### config.mk
export PLATFORM = sky130hd
export DESIGN_NAME = hazard_stall_unit
export DESIGN_NICKNAME = d
export VERILOG_FILES = /design/src/rtl/hazard_stall_unit.sv
export SDC_FILE = /design/constraint.sdc
export NUM_CORES = 1
export LEC_CHECK = 0
export CAP_MARGIN = 40
export CORE_MARGIN = 3
export CORE_UTILIZATION = 33
export CTS_CLUSTER_SIZE = 28
export DETAILED_ROUTE_END_ITERATION = 16
export MAX_ROUTING_LAYER = met4
export PLACE_DENSITY = 0.77
export SYNTH_ARGS = -nofsm -noshare
export SYNTH_HDL_FRONTEND = slang
export SYNTH_SLANG_ARGS = --single-unit
### constraint.sdc
create_clock -name clk -period 2.25 [get_ports clk]
set_clock_uncertainty 0.2 [all_clocks]
set_input_delay 0.3375 -clock clk [delete_from_list [all_inputs] [get_ports clk]]
set_output_delay 0.3375 -clock clk [all_outputs]
set_load 0.005 [all_outputs]
### src/rtl/hazard_stall_unit.sv
// hazard_stall_unit
// Pipeline hazard/stall controller for the 5-stage core. Sits in ID beside
// the forwarding unit and produces the stage-register write enables and
// flushes for load-use stalls, taken-branch flushes and data-memory waits.
//
// Parameters:
//   TIMEOUT  max consecutive MEM wait cycles before mem_timeout sets
//   CW       wait counter width, TIMEOUT < 2**CW
//
// Ports:
//   clk, rst_n                   clock, synchronous active-low reset
//   id_rs1, id_rs2               source registers of the ID instruction
//   ex_rd, ex_memread            destination / load flag of the EX instruction
//   ex_branch_taken              branch or jump in EX resolved taken
//   mem_req, mem_ready           MEM access in flight / completes this cycle
//   pc_write .. memwb_write      PC and stage-register write enables
//   ifid_flush, idex_flush       load a NOP into IF/ID, ID/EX
//   mem_timeout                  sticky wait-timeout error flag
//   stat_lu_stalls               load-use stall cycles    (HAZARD_STATS_EN)
//   stat_wait_cycles             memory freeze cycles     (HAZARD_STATS_EN)
//   stat_flushes                 branch flush cycles      (HAZARD_STATS_EN)
//
// Build option: define HAZARD_STATS_EN to build the saturating 16-bit event
// counters; otherwise the stat_* ports are tied to zero.
//
// Control outputs are combinational from current state and inputs so that a
// hazard is acted on in the same cycle it is detected.

module hazard_stall_unit #(
    parameter int unsigned TIMEOUT = 64,
    parameter int unsigned CW      = 7
) (
    input  logic        clk,
    input  logic        rst_n,
    input  logic [4:0]  id_rs1,
    input  logic [4:0]  id_rs2,
    input  logic [4:0]  ex_rd,
    input  logic        ex_memread,
    input  logic        ex_branch_taken,
    input  logic        mem_req,
    input  logic        mem_ready,
    output logic        pc_write,
    output logic        ifid_write,
    output logic        idex_write,
    output logic        exmem_write,
    output logic        memwb_write,
    output logic        ifid_flush,
    output logic        idex_flush,
    output logic        mem_timeout,
    output logic [15:0] stat_lu_stalls,
    output logic [15:0] stat_wait_cycles,
    output logic [15:0] stat_flushes
);

    localparam int unsigned STAT_W = 16;
    localparam logic [CW-1:0] TIMEOUT_CNT = CW'(TIMEOUT);

    typedef enum logic {
        ST_RUN  = 1'b0,
        ST_WAIT = 1'b1
    } state_e;

    state_e        state_q, state_d;
    logic [CW-1:0] wait_cnt_q, wait_cnt_d;
    logic          br_pend_q, br_pend_d;
    logic          timeout_q, timeout_d;

    logic          freeze_c;
    logic          lu_c;
    logic          br_c;

    // Hazard terms
    assign freeze_c = mem_req & ~mem_ready;
    // x0 is never a real producer, so rd==0 must not stall
    assign lu_c     = ex_memread & (ex_rd != 5'd0) &
                      ((ex_rd == id_rs1) | (ex_rd == id_rs2));
    // A branch seen while frozen is replayed from br_pend on the unfreeze cycle
    assign br_c     = ex_branch_taken | br_pend_q;

    // State register
    always_ff @(posedge clk) begin
        if (!rst_n) begin
            state_q    <= ST_RUN;
            wait_cnt_q <= '0;
            br_pend_q  <= 1'b0;
            timeout_q  <= 1'b0;
        end else begin
            state_q    <= state_d;
            wait_cnt_q <= wait_cnt_d;
            br_pend_q  <= br_pend_d;
            timeout_q  <= timeout_d;
        end
    end

    // Next-state logic: wait tracking, pending branch, sticky timeout
    always_comb begin
        state_d    = state_q;
        wait_cnt_d = wait_cnt_q;
        br_pend_d  = br_pend_q;
        timeout_d  = timeout_q;

        if (state_q == ST_RUN) begin
            if (freeze_c) begin
                state_d    = ST_WAIT;
                wait_cnt_d = CW'(1);
                br_pend_d  = ex_branch_taken;
            end else begin
                wait_cnt_d = '0;
                br_pend_d  = 1'b0;
            end
        end else begin
            if (freeze_c) begin
                // Counter saturates; the error is flagged but never forces an exit
                if (wait_cnt_q == TIMEOUT_CNT) begin
                    timeout_d = 1'b1;
                end else begin
                    wait_cnt_d = wait_cnt_q + CW'(1);
                end
                br_pend_d = br_pend_q | ex_branch_taken;
            end else begin
                // Unfreeze cycle already applied br_pend as a flush; drop it now
                state_d    = ST_RUN;
                wait_cnt_d = '0;
                br_pend_d  = 1'b0;
            end
        end
    end

    // Output logic: priority freeze > branch > load-use > run
    always_comb begin
        pc_write    = 1'b1;
        ifid_write  = 1'b1;
        idex_write  = 1'b1;
        exmem_write = 1'b1;
        memwb_write = 1'b1;
        ifid_flush  = 1'b0;
        idex_flush  = 1'b0;
        mem_timeout = rst_n & timeout_q;

        if (!rst_n) begin
            pc_write    = 1'b0;
            ifid_write  = 1'b0;
            idex_write  = 1'b0;
            exmem_write = 1'b0;
            memwb_write = 1'b0;
            ifid_flush  = 1'b1;
            idex_flush  = 1'b1;
        end else if (freeze_c) begin
            pc_write    = 1'b0;
            ifid_write  = 1'b0;
            idex_write  = 1'b0;
            exmem_write = 1'b0;
            memwb_write = 1'b0;
        end else if (br_c) begin
            // ID instruction is squashed, so a coincident load-use is moot
            ifid_flush  = 1'b1;
            idex_flush  = 1'b1;
        end else if (lu_c) begin
            // Hold PC and IF/ID, push one bubble into EX
            pc_write    = 1'b0;
            ifid_write  = 1'b0;
            idex_flush  = 1'b1;
        end
    end

`ifdef HAZARD_STATS_EN
    logic [STAT_W-1:0] lu_cnt_q, lu_cnt_d;
    logic [STAT_W-1:0] wait_stat_q, wait_stat_d;
    logic [STAT_W-1:0] flush_cnt_q, flush_cnt_d;
    logic              lu_apply_c;
    logic              br_apply_c;

    assign br_apply_c = ~freeze_c & br_c;
    assign lu_apply_c = ~freeze_c & ~br_c & lu_c;

    // Saturating event counters
    always_comb begin
        lu_cnt_d    = lu_cnt_q;
        wait_stat_d = wait_stat_q;
        flush_cnt_d = flush_cnt_q;
        if (lu_apply_c && (lu_cnt_q != '1)) begin
            lu_cnt_d = lu_cnt_q + STAT_W'(1);
        end
        if (freeze_c && (wait_stat_q != '1)) begin
            wait_stat_d = wait_stat_q + STAT_W'(1);
        end
        if (br_apply_c && (flush_cnt_q != '1)) begin
            flush_cnt_d = flush_cnt_q + STAT_W'(1);
        end
    end

    always_ff @(posedge clk) begin
        if (!rst_n) begin
            lu_cnt_q    <= '0;
            wait_stat_q <= '0;
            flush_cnt_q <= '0;
        end else begin
            lu_cnt_q    <= lu_cnt_d;
            wait_stat_q <= wait_stat_d;
            flush_cnt_q <= flush_cnt_d;
        end
    end

    assign stat_lu_stalls   = lu_cnt_q;
    assign stat_wait_cycles = wait_stat_q;
    assign stat_flushes     = flush_cnt_q;
`else
    assign stat_lu_stalls   = STAT_W'(0);
    assign stat_wait_cycles = STAT_W'(0);
    assign stat_flushes     = STAT_W'(0);
`endif

endmodule

==> reports/qor.yml <==
clocking:
  insertion_delay_ps: 260
  cts-htree-levels: 1
  cts_num_sinks: 10
  cts_tree: "built"
  clockBufferDepth: 2
  cts_root_buf: "clkbuf_4"
  hold_buffers: 0
  clk_pin_slew_ps: 60
  cts_buffers: 3
routing:
  detail_route.wl_per_cell_um: 9.78
  drtAntennaViolNets: 0
  routed-via-count: 727
  viasPerCell: 3.87
  routed_wl_mm: 1.84
  drtIter0Drc: 15
  drc: 0
  dr.pass1.iters: 4
run:
  max_cap_viol_count: 0
placement:
  dp_cells: 183
  gp_congestion: 0.796
  port_buffers: 28
  hpwl_mm: 1.55
power:
  power_leakage_nw: 0.604
  vdd_drop_max_v: 0.000240
  powerDensity_nw_per_um2: 356
  finalPower_uw: 428
worst_hold_path:
  worstHoldPathType: "reg2reg"
  hp-start: "timeout_q$_SDFFE_PN0P_"
  hold_depth: 2
  hold_end: "timeout_q$_SDFFE_PN0P_"
final_layout:
  fillCellCount: 287
  area_growth_pct: 23.8
  insertedDiodeCount: 0
  final_cell_count_no_fill: 188
  final_layout_size_suffix_gt1_frac: 0.146
  final-seq-area_um2: 200
  num-nets-final: 182
  multi_input_area_um2: 574
yosys:
  netlist_instances: 120
  synthTopCellsByCount: "buf_4, xnor2_1, dfxtp_1"
  syn_area_per_cell_um2: 8.09
  yosysMostFrequentCell: "buf_4"
  postSynth.asyncResetShare: 0
  yosysTopAreaCell: "buf_4"
  ys.flop_type: "dfxtp_1"
  ys_ff_latch: 10
  synth_area_leaders: "buf_4, dfxtp_1, xnor2_1, nand3_1, xor2_1"
  seq_area_frac_synth: 0.206
  ys_types: 25
  yosys.area.top_type_share: 0.394
  synth_edf_count: 0
  syn_area_um2: 971
  synth_warnings: 0
setup_path:
  cp-end-kind: "output port"
  path_max_fanout: 2
  worstPathRequired_ps: 1710
  critPathKind: "in2out"
  critPathLaunchType: "input pin"
  crit_arrival_ps: 1680
  r2r_cells: 6
  r2r-end: "wait_cnt_q[2]$_SDFFE_PN0N_"
  rr_startpoint: "wait_cnt_q[0]$_SDFFE_PN0N_"
  rrSetupSlack_ps: 550
global_route:
  first_global_vias: 617
  grt_pass1_wl_mm: 2.50
  grt_max_degree: 7
  overflow: 0
  grt_use_total: 0.0983
  antenna_found_initial: 0
die:
  fp.dieH_um: 60.2
  die_x_um: 60.2
  num_rows: 19
  io_pins: 77
  die_area_um2: 3630
  initial_core_util: 0.349
  core-area_um2: 2780
sta:
  finalCritPeriodShare: 0.987
  fin_setup_tns_ps: 0
  drv_slew: 0
  period_minus_slack_ps: 2220
  setup_viol: 0
  timing.fmax_mhz: 450
  finalHoldViolCount: 0
  rsz0062_at_grt: "yes"
run_status:
  status: "completed"
-- metrics by stage --
| stage | cell area [µm²] | utilization | hold slack [ps] | setup slack [ps] |
|---|---|---|---|---|
| 3_3_place_gp | 1140 | 0.411 | 261 | -496 |
| 6_report | 1200 | 0.432 | 294 | 29.0 |
| 5_1_grt | 1200 | 0.432 | 321 | -23.7 |
| 2_1_floorplan | 1150 | - | 247 | 313 |
| 4_1_cts | 1190 | 0.428 | 294 | -25.5 |
| 3_5_place_dp | 1140 | 0.411 | 277 | -543 |
-- power breakdown --
group / switching, mW / internal, mW / total (mW)
Clock: 0.0559 / 0.0615 / 0.117
Sequential: 0.00175 / 0.179 / 0.181
Combinational: 0.0574 / 0.0722 / 0.130
Total: 0.115 / 0.313 / 0.428
-- timing repair --
item	CTS	global route
gates resized for setup	19	12
buffers inserted	2	0
setup endpoints to repair	7	6
pin swaps	3	8
-- worst max-delay path, cell delays in order --
cell,delay [ps]
clkbuf_2,90
or4_1,530
o21a_1,210
a31oi_1,200
buf_4,130
buf_4,90
buf_6,80
-- logic make-up after synthesis --
logic type	Yosys count	share of synthesized area
compound gates	9	0.0567
xor+xnor	15	0.135
fa+ha+maj	2	0.0258
buf+inv	55	0.410
flops	10	0.206
mux	1	0.0103
other cells	1	0.00386
simple gates	27	0.152
-- metal layers --
| layer | part of all wire | vias to the layer above | routed length [µm] | GRT usage |
|---|---|---|---|---|
| met2 | 0.54 | 42 | 985 | 0.176 |
| met1 | 0.34 | 316 | 619 | 0.0973 |
| met3 | 0.091 | 6 | 168 | 0.0130 |
| met5 | 0 | - | 0 | - |
| li1 | - | 363 | - | - |
| met4 | 0.035 | 0 | 65 | 0.0665 |
-- state kept, by name (all words and copies together) (netlist names) --
name,count
br_pend_q,1
wait_cnt_q,7
timeout_q,1
state_q,1
-- cell usage in the layout, fill, tap and decap left out, types with 2 or more instances in the layout --
| cell | synthesis | final |
|---|---|---|
| dlygate4sd2_1 | 0 | 2 |
| a21oi_1 | 3 | 3 |
| inv_1 | 4 | 4 |
| clkdlybuf4s15_1 | 0 | 2 |
| conb_1 | 1 | 48 |
| ha_1 | 2 | 2 |
| dfxtp_1 | 10 | 10 |
| xor2_1 | 4 | 4 |
| clkbuf_2 | 0 | 3 |
| dlymetal6s2s_1 | 0 | 5 |
| nand2_1 | 3 | 3 |
| a31oi_1 | 2 | 2 |
| clkbuf_4 | 0 | 3 |
| buf_4 | 51 | 10 |
| nand3_1 | 7 | 7 |
| nor2_1 | 7 | 7 |
| nand2b_1 | 2 | 2 |
| clkdlybuf4s50_1 | 0 | 15 |
| xnor2_1 | 11 | 10 |
-- area by class of cell --
class,instances,area share
Tap cell,31,0.0323
Multi-Input combinational cell,102,0.478
Sequential cell,10,0.166
Inverter,4,0.0125
Clock buffer,3,0.0187
Timing Repair Buffer,38,0.292
-- how the worst max path moves through the flow --
stage / startpoint / endpoint / slack [ps] / depth (start not counted)
3_3_place_gp: ex_rd[1] / pc_write / -500 / 5
2_1_floorplan: ex_rd[1] / pc_write / 310 / 4
6_report: ex_rd[1] / pc_write / 30 / 7
5_1_grt: ex_rd[1] / pc_write / -20 / 7
4_1_cts: id_rs2[4] / pc_write / -30 / 8
3_5_place_dp: ex_rd[2] / pc_write / -540 / 5
Note: power is estimated with default switching activity, not from simulation.
